**src/rtl/divider_pkg.sv**
```systemverilog
// divider_pkg -- shared types and constants for the multi-cycle divider.
//
// Contents:
//   div_state_t : FSM state encoding (IDLE, CALC, DONE)
//   DIV_WIDTH   : default operand/result width
//   DIV_CNT_W   : iteration counter width for DIV_WIDTH
//   DIV_ZERO_Q  : quotient returned on divide-by-zero (all ones)
package divider_pkg;

  localparam int DIV_WIDTH = 32;
  localparam int DIV_CNT_W = $clog2(DIV_WIDTH);
  localparam logic [DIV_WIDTH-1:0] DIV_ZERO_Q = '1;

  typedef enum logic [1:0] {
    IDLE = 2'd0,
    CALC = 2'd1,
    DONE = 2'd2
  } div_state_t;

endpackage

```
**src/rtl/div_step.sv**
```systemverilog
// div_step -- one combinational restoring-division iteration.
//
// Ports:
//   rem_in  [WIDTH:0]   : partial remainder before this step
//   dvd_bit             : next dividend bit (MSB first)
//   dvs     [WIDTH-1:0] : divisor magnitude
//   rem_out [WIDTH:0]   : partial remainder after this step
//   q_bit               : quotient bit produced by this step
//
// Kept apart from the FSM so that a second instance can later be chained
// to retire two quotient bits per clock.
module div_step #(
  parameter int WIDTH = 32
) (
  input  logic [WIDTH:0]   rem_in,
  input  logic             dvd_bit,
  input  logic [WIDTH-1:0] dvs,
  output logic [WIDTH:0]   rem_out,
  output logic             q_bit
);

  logic [WIDTH+1:0] shifted;
  logic [WIDTH+1:0] diff;

  always_comb begin
    shifted = {rem_in, dvd_bit};
    // One guard bit above the WIDTH+1-bit trial difference: its top bit is
    // the borrow, i.e. "remainder < divisor".
    diff    = shifted - {2'b00, dvs};
    q_bit   = ~diff[WIDTH+1];
    rem_out = q_bit ? diff[WIDTH:0] : shifted[WIDTH:0];
  end

endmodule

```
**src/rtl/divider_32bit.sv**
```systemverilog
// divider_32bit -- multi-cycle restoring integer divider, one quotient bit
// per clock, start/valid handshake.
//
// Ports:
//   clk, rst        : rising-edge clock, synchronous active-high reset
//   start           : request a division (sampled only when busy=0)
//   signed_op       : 1 = signed, 0 = unsigned (only with DIVIDER_SIGNED_EN)
//   a, b            : dividend, divisor
//   busy            : operation in progress (CALC)
//   valid           : one-cycle pulse in the cycle Q/R are updated
//   Q, R            : quotient, remainder (hold until next result)
//   dbg_state       : current FSM state, for observation only
//
// Handshake: a request is accepted on a rising edge where start=1 and
// busy=0 (state IDLE or DONE); start while busy=1 is ignored. The result
// is presented with valid=1 for exactly one cycle, with no back-pressure.
//
// Build option: define DIVIDER_SIGNED_EN to compile in signed division
// (magnitude conversion and result negation). Without it, all operations
// are unsigned and signed_op is not used.
module divider_32bit
  import divider_pkg::*;
#(
  parameter int WIDTH = DIV_WIDTH
) (
  input  logic             clk,
  input  logic             rst,
  input  logic             start,
  input  logic             signed_op,
  input  logic [WIDTH-1:0] a,
  input  logic [WIDTH-1:0] b,
  output logic             busy,
  output logic             valid,
  output logic [WIDTH-1:0] Q,
  output logic [WIDTH-1:0] R,
  output div_state_t       dbg_state
);

  localparam int CNT_W = (WIDTH > 1) ? $clog2(WIDTH) : 1;

  div_state_t state, state_next;

  logic [CNT_W-1:0] cnt;
  logic [WIDTH-1:0] dvd;      // dividend magnitude, shifted out MSB first
  logic [WIDTH-1:0] dvs;      // divisor magnitude
  logic [WIDTH:0]   rem;      // partial remainder
  logic [WIDTH-1:0] quo;      // quotient bits collected so far

  logic             accept;
  logic             b_zero;
  logic [WIDTH-1:0] a_mag;
  logic [WIDTH-1:0] b_mag;

  logic [WIDTH:0]   step_rem;
  logic             step_q;
  logic [WIDTH-1:0] q_raw;
  logic [WIDTH-1:0] r_raw;
  logic [WIDTH-1:0] q_fin;
  logic [WIDTH-1:0] r_fin;

  assign accept    = start && (state != CALC);
  assign b_zero    = (b == '0);
  assign busy      = (state == CALC);
  assign valid     = (state == DONE);
  assign dbg_state = state;

  div_step #(.WIDTH(WIDTH)) u_step (
    .rem_in  (rem),
    .dvd_bit (dvd[WIDTH-1]),
    .dvs     (dvs),
    .rem_out (step_rem),
    .q_bit   (step_q)
  );

  // Result of the final iteration, taken straight from the step outputs so
  // Q/R can be loaded on the same edge that enters DONE.
  assign q_raw = {quo[WIDTH-2:0], step_q};
  assign r_raw = step_rem[WIDTH-1:0];

`ifdef DIVIDER_SIGNED_EN
  logic a_neg;
  logic b_neg;
  logic neg_q;
  logic neg_r;

  assign a_neg = signed_op & a[WIDTH-1];
  assign b_neg = signed_op & b[WIDTH-1];
  assign a_mag = a_neg ? (~a + 1'b1) : a;
  assign b_mag = b_neg ? (~b + 1'b1) : b;

  // Truncating division: quotient negative when signs differ, remainder
  // follows the dividend. The most-negative / -1 case wraps naturally.
  assign q_fin = neg_q ? (~q_raw + 1'b1) : q_raw;
  assign r_fin = neg_r ? (~r_raw + 1'b1) : r_raw;

  always_ff @(posedge clk) begin
    if (rst) begin
      neg_q <= 1'b0;
      neg_r <= 1'b0;
    end else if (accept) begin
      neg_q <= a_neg ^ b_neg;
      neg_r <= a_neg;
    end
  end
`else
  logic unused_signed_op;

  assign unused_signed_op = signed_op;
  assign a_mag = a;
  assign b_mag = b;
  assign q_fin = q_raw;
  assign r_fin = r_raw;
`endif

  // FSM state register
  always_ff @(posedge clk) begin
    if (rst) state <= IDLE;
    else     state <= state_next;
  end

  // FSM next-state
  always_comb begin
    state_next = state;
    case (state)
      IDLE, DONE: begin
        if (start)      state_next = b_zero ? DONE : CALC;
        else            state_next = IDLE;
      end
      CALC: begin
        if (cnt == '0)  state_next = DONE;
      end
      default:          state_next = IDLE;
    endcase
  end

  // Datapath
  always_ff @(posedge clk) begin
    if (rst) begin
      cnt <= '0;
      dvd <= '0;
      dvs <= '0;
      rem <= '0;
      quo <= '0;
      Q   <= '0;
      R   <= '0;
    end else if (accept) begin
      cnt <= CNT_W'(WIDTH - 1);
      dvd <= a_mag;
      dvs <= b_mag;
      rem <= '0;
      quo <= '0;
      if (b_zero) begin
        // Raw dividend, regardless of signed_op.
        Q <= '1;
        R <= a;
      end
    end else if (state == CALC) begin
      cnt <= cnt - 1'b1;
      dvd <= {dvd[WIDTH-2:0], 1'b0};
      rem <= step_rem;
      quo <= q_raw;
      if (cnt == '0) begin
        Q <= q_fin;
        R <= r_fin;
      end
    end
  end

endmodule

```
**config.mk**
```make
export PLATFORM = sky130hd
export DESIGN_NAME = divider_32bit
export DESIGN_NICKNAME = d
export VERILOG_FILES = /design/src/rtl/divider_pkg.sv /design/src/rtl/div_step.sv /design/src/rtl/divider_32bit.sv
export SDC_FILE = /design/constraint.sdc
export NUM_CORES = 1
export LEC_CHECK = 0
export ABC_AREA = 1
export CAP_MARGIN = 20
export CORE_UTILIZATION = 45
export DETAILED_ROUTE_END_ITERATION = 10
export GPL_TIMING_DRIVEN = 0
export HOLD_SLACK_MARGIN = 0.02
export MAX_ROUTING_LAYER = met4
export PLACE_DENSITY = 0.67
export SLEW_MARGIN = 40
export SYNTH_ARGS = -nofsm -noshare
export SYNTH_HDL_FRONTEND = slang
export SYNTH_SLANG_ARGS = --single-unit
```
**constraint.sdc**
```tcl
create_clock -name clk -period 5.34 [get_ports clk]
set_input_delay 1.068 -clock clk [delete_from_list [all_inputs] [get_ports clk]]
set_output_delay 1.068 -clock clk [all_outputs]
set_load 0.005 [all_outputs]
```
==> flow_metrics.env <==
export IMPL_outcome="completed"
export IMPL_p_leak_nw=6.40
export IMPL_die_y_um=156
export IMPL_drt_wl_total_um=32900
export IMPL_synth_edf_count=0
export IMPL_synthCells=1670
export IMPL_regArea_um2=3980
export IMPL_clk_pin_slew_ps=90
export IMPL_grt_use_total=0.280
export IMPL_syn_to_final_growth_pct=22.4
export IMPL_yosys_area_top_type="dfxtp_1"
export IMPL_worst_ep_arrival_time_ps=2760
export IMPL_row_count=56
export IMPL_via_count=10800
export IMPL_ys_flop_type="dfxtp_1"
export IMPL_fmaxAchievable_ghz=0.261
export IMPL_synth_nets=1773
export IMPL_die_area_um2=24500
export IMPL_totalPowerFinal_w=0.00436
export IMPL_multi_input_comb_area_um2=5500
export IMPL_clock_latency_ps=450
export IMPL_postLayoutCoreUtil=0.561
export IMPL_core_area_um2=23400
export IMPL_grt_max_degree=26
export IMPL_grt_pass1_vias=9888
export IMPL_ys_ff_latch=199
export IMPL_r2r_setup_slack_ps=2640
export IMPL_final_area_um2=13100
export IMPL_tritoncts="done"
export IMPL_io_buffers=134
export IMPL_synth_area_per_cell_um2=6.42
export IMPL_tns_ps=0
export IMPL_worstPathRequired_ps=4270
export IMPL_antenna_cells=0
export IMPL_cts_buffers=17
export IMPL_worstHoldPathType="reg -> reg"
export IMPL_netlist_top_cells_area="dfxtp_1, nand2_1, nor2_1"
export IMPL_synth_warnings=0
export IMPL_drive_gt1_frac=0.0512
export IMPL_fillCellCount=2415
export IMPL_finalHoldViolCount=0
export IMPL_ys_seq_area_frac=0.371
export IMPL_fin_nets=1926
export IMPL_clock_sinks=199
export IMPL_grt_pass1_wl_um=51400
export IMPL_rsz0062_at_grt="no"
export IMPL_holdBufCountCts=0
export IMPL_root_buffer="clkbuf_16"
export IMPL_drv_cap=0
export IMPL_synth_top_area_frac=0.371
export IMPL_finalClockSkew_ps=13.7
export IMPL_syn_area_um2=10700
export IMPL_die_x_um=156
export IMPL_drt_pass1_iterations=6
export IMPL_cp_end_kind="primary output"
export IMPL_place_gp_congestion=0.935
export IMPL_power_density_nw_per_um2=332
export IMPL_path_class="reg -> out"
export IMPL_boundaryPins=136
export IMPL_slew_viol_final=0
export IMPL_start_util=0.458
export IMPL_cp_start_kind="register"
export IMPL_synth_cell_types=42
export IMPL_first_iter_violations=889
export IMPL_cts_setup_buffers=0
export IMPL_finalCritPeriodShare=0.717
export IMPL_grt_antenna_before_repair=0
export IMPL_ant_nets=0
export IMPL_dp_hpwl_um=25700
export IMPL_cts_buffer_depth=2
export IMPL_cts_resized_gates=0
export IMPL_drc=0
export IMPL_period_needed_ps=3830
export IMPL_ir_drop_mv=0.263
export IMPL_placedInstanceArea_um2=12500
export IMPL_htree_levels=4
export IMPL_async_flop_share=0
export IMPL_max_slew_margin_rel=0.511
export IMPL_crit_fanout=10
export IMPL_overflow=0
export IMPL_avgViaCountPerCell=5.03
export IMPL_worst_slew_pin_slew_ps=727
export IMPL_final_setup_viol_count=0
export IMPL_wl_per_cell_um=15.2
routing by layer:
| metal | GRT usage | vias to the layer above | routed length (µm) |
|---|---|---|---|
| met1 | 0.370 | 4915 | 15300 |
| met3 | 0.0382 | 41 | 1910 |
| met2 | 0.445 | 333 | 14900 |
| met4 | 0.0822 | 0 | 743 |
| met5 | - | - | 0 |
| li1 | - | 5550 | - |
power by group:
| group | switching (W) | internal, W | leakage, nW |
|---|---|---|---|
| logic | 0.000829 | 0.000456 | 4.45 |
| registers | 0.0000538 | 0.00158 | 1.63 |
| clock network | 0.000764 | 0.000678 | 0.320 |
| total | 0.00165 | 0.00271 | 6.40 |
path summary, 6_finish.rpt:
kind / endpoint / cells after the start / from
hold reg to reg: dvs[17] / 2 / dvs[17]
hold / removal: dvs[17] / 2 / dvs[17]
setup reg to reg: R[22] / 17 / dvd[31]
setup / recovery: busy / 5 / dbg_state[0]
flip-flops by register name, indices dropped and copies added, names as in the netlist:
signal,count
Q,32
R,32
cnt,5
dbg_state,2
dvd,32
dvs,32
quo,31
rem,33
synthesized netlist by cell type (all sizes together) (2+ instances only):
| master | instances |
|---|---|
| a211oi | 2 |
| a21oi | 116 |
| a221oi | 7 |
| a31oi | 3 |
| and3 | 2 |
| buf | 24 |
| clkbuf | 47 |
| dfxtp | 199 |
| ha | 34 |
| inv | 244 |
| nand2 | 437 |
| nand3 | 109 |
| nand3b | 4 |
| nand4 | 5 |
| nor2 | 248 |
| nor3 | 26 |
| nor4 | 9 |
| o21ai | 123 |
| o21bai | 4 |
| or2 | 3 |
| xnor2 | 2 |
| xor2 | 16 |
cell usage in the layout, fill, tap and decap left out, drive strengths merged, types with 3 or more instances in the layout:
master           n
a21oi          116
a221oi           7
a31oi            3
buf             24
clkbuf          64
clkdlybuf4s50  134
clkinv           3
dfxtp          199
ha              34
inv            256
nand2          437
nand3          109
nand3b           4
nand4            5
nor2           248
nor3            26
nor4             9
o21ai          123
o21bai           4
or2              3
xor2            16
cell families (layout without fill, tap and decap cells):
| logic type | after synthesis | in the layout | share of synthesized area |
|---|---|---|---|
| flip-flops | 199 | 199 | 0.371 |
| adder cells (fa/ha/maj) | 35 | 35 | 0.0415 |
| XOR/XNOR | 18 | 18 | 0.0147 |
| AO/OA/AOI/OAI | 259 | 259 | 0.126 |
| AND/OR/NAND/NOR | 844 | 844 | 0.329 |
| buffers and inverters | 315 | 481 | 0.116 |
area by class of cell:
class,count,area share
buffer,71,0.0253
clock buffer,17,0.0324
clock inverter,15,0.0178
inverter,244,0.0698
multi-input combinational,1156,0.419
sequential,199,0.303
tap,319,0.0304
timing repair buffer,134,0.102
critical path, stage by stage, from the launching register on:
cell and delay, ps:
dfxtp_1 410, inv_2 80, nor2_4 260, clkbuf_1 500, buf_1 460, clkdlybuf4s50_1 600
per-stage QoR:
stage / instances / setup WS (ps) / hold WS [ps]
global placement: 2123 / 1010 / 449
finish: 2155 / 1510 / 461
global route: 2155 / 1370 / 477
CTS: 2155 / 1490 / 467
detailed placement: 2123 / 1160 / 456
floorplan: 1670 / 2900 / 435
Power figures use the tool's default switching activity.
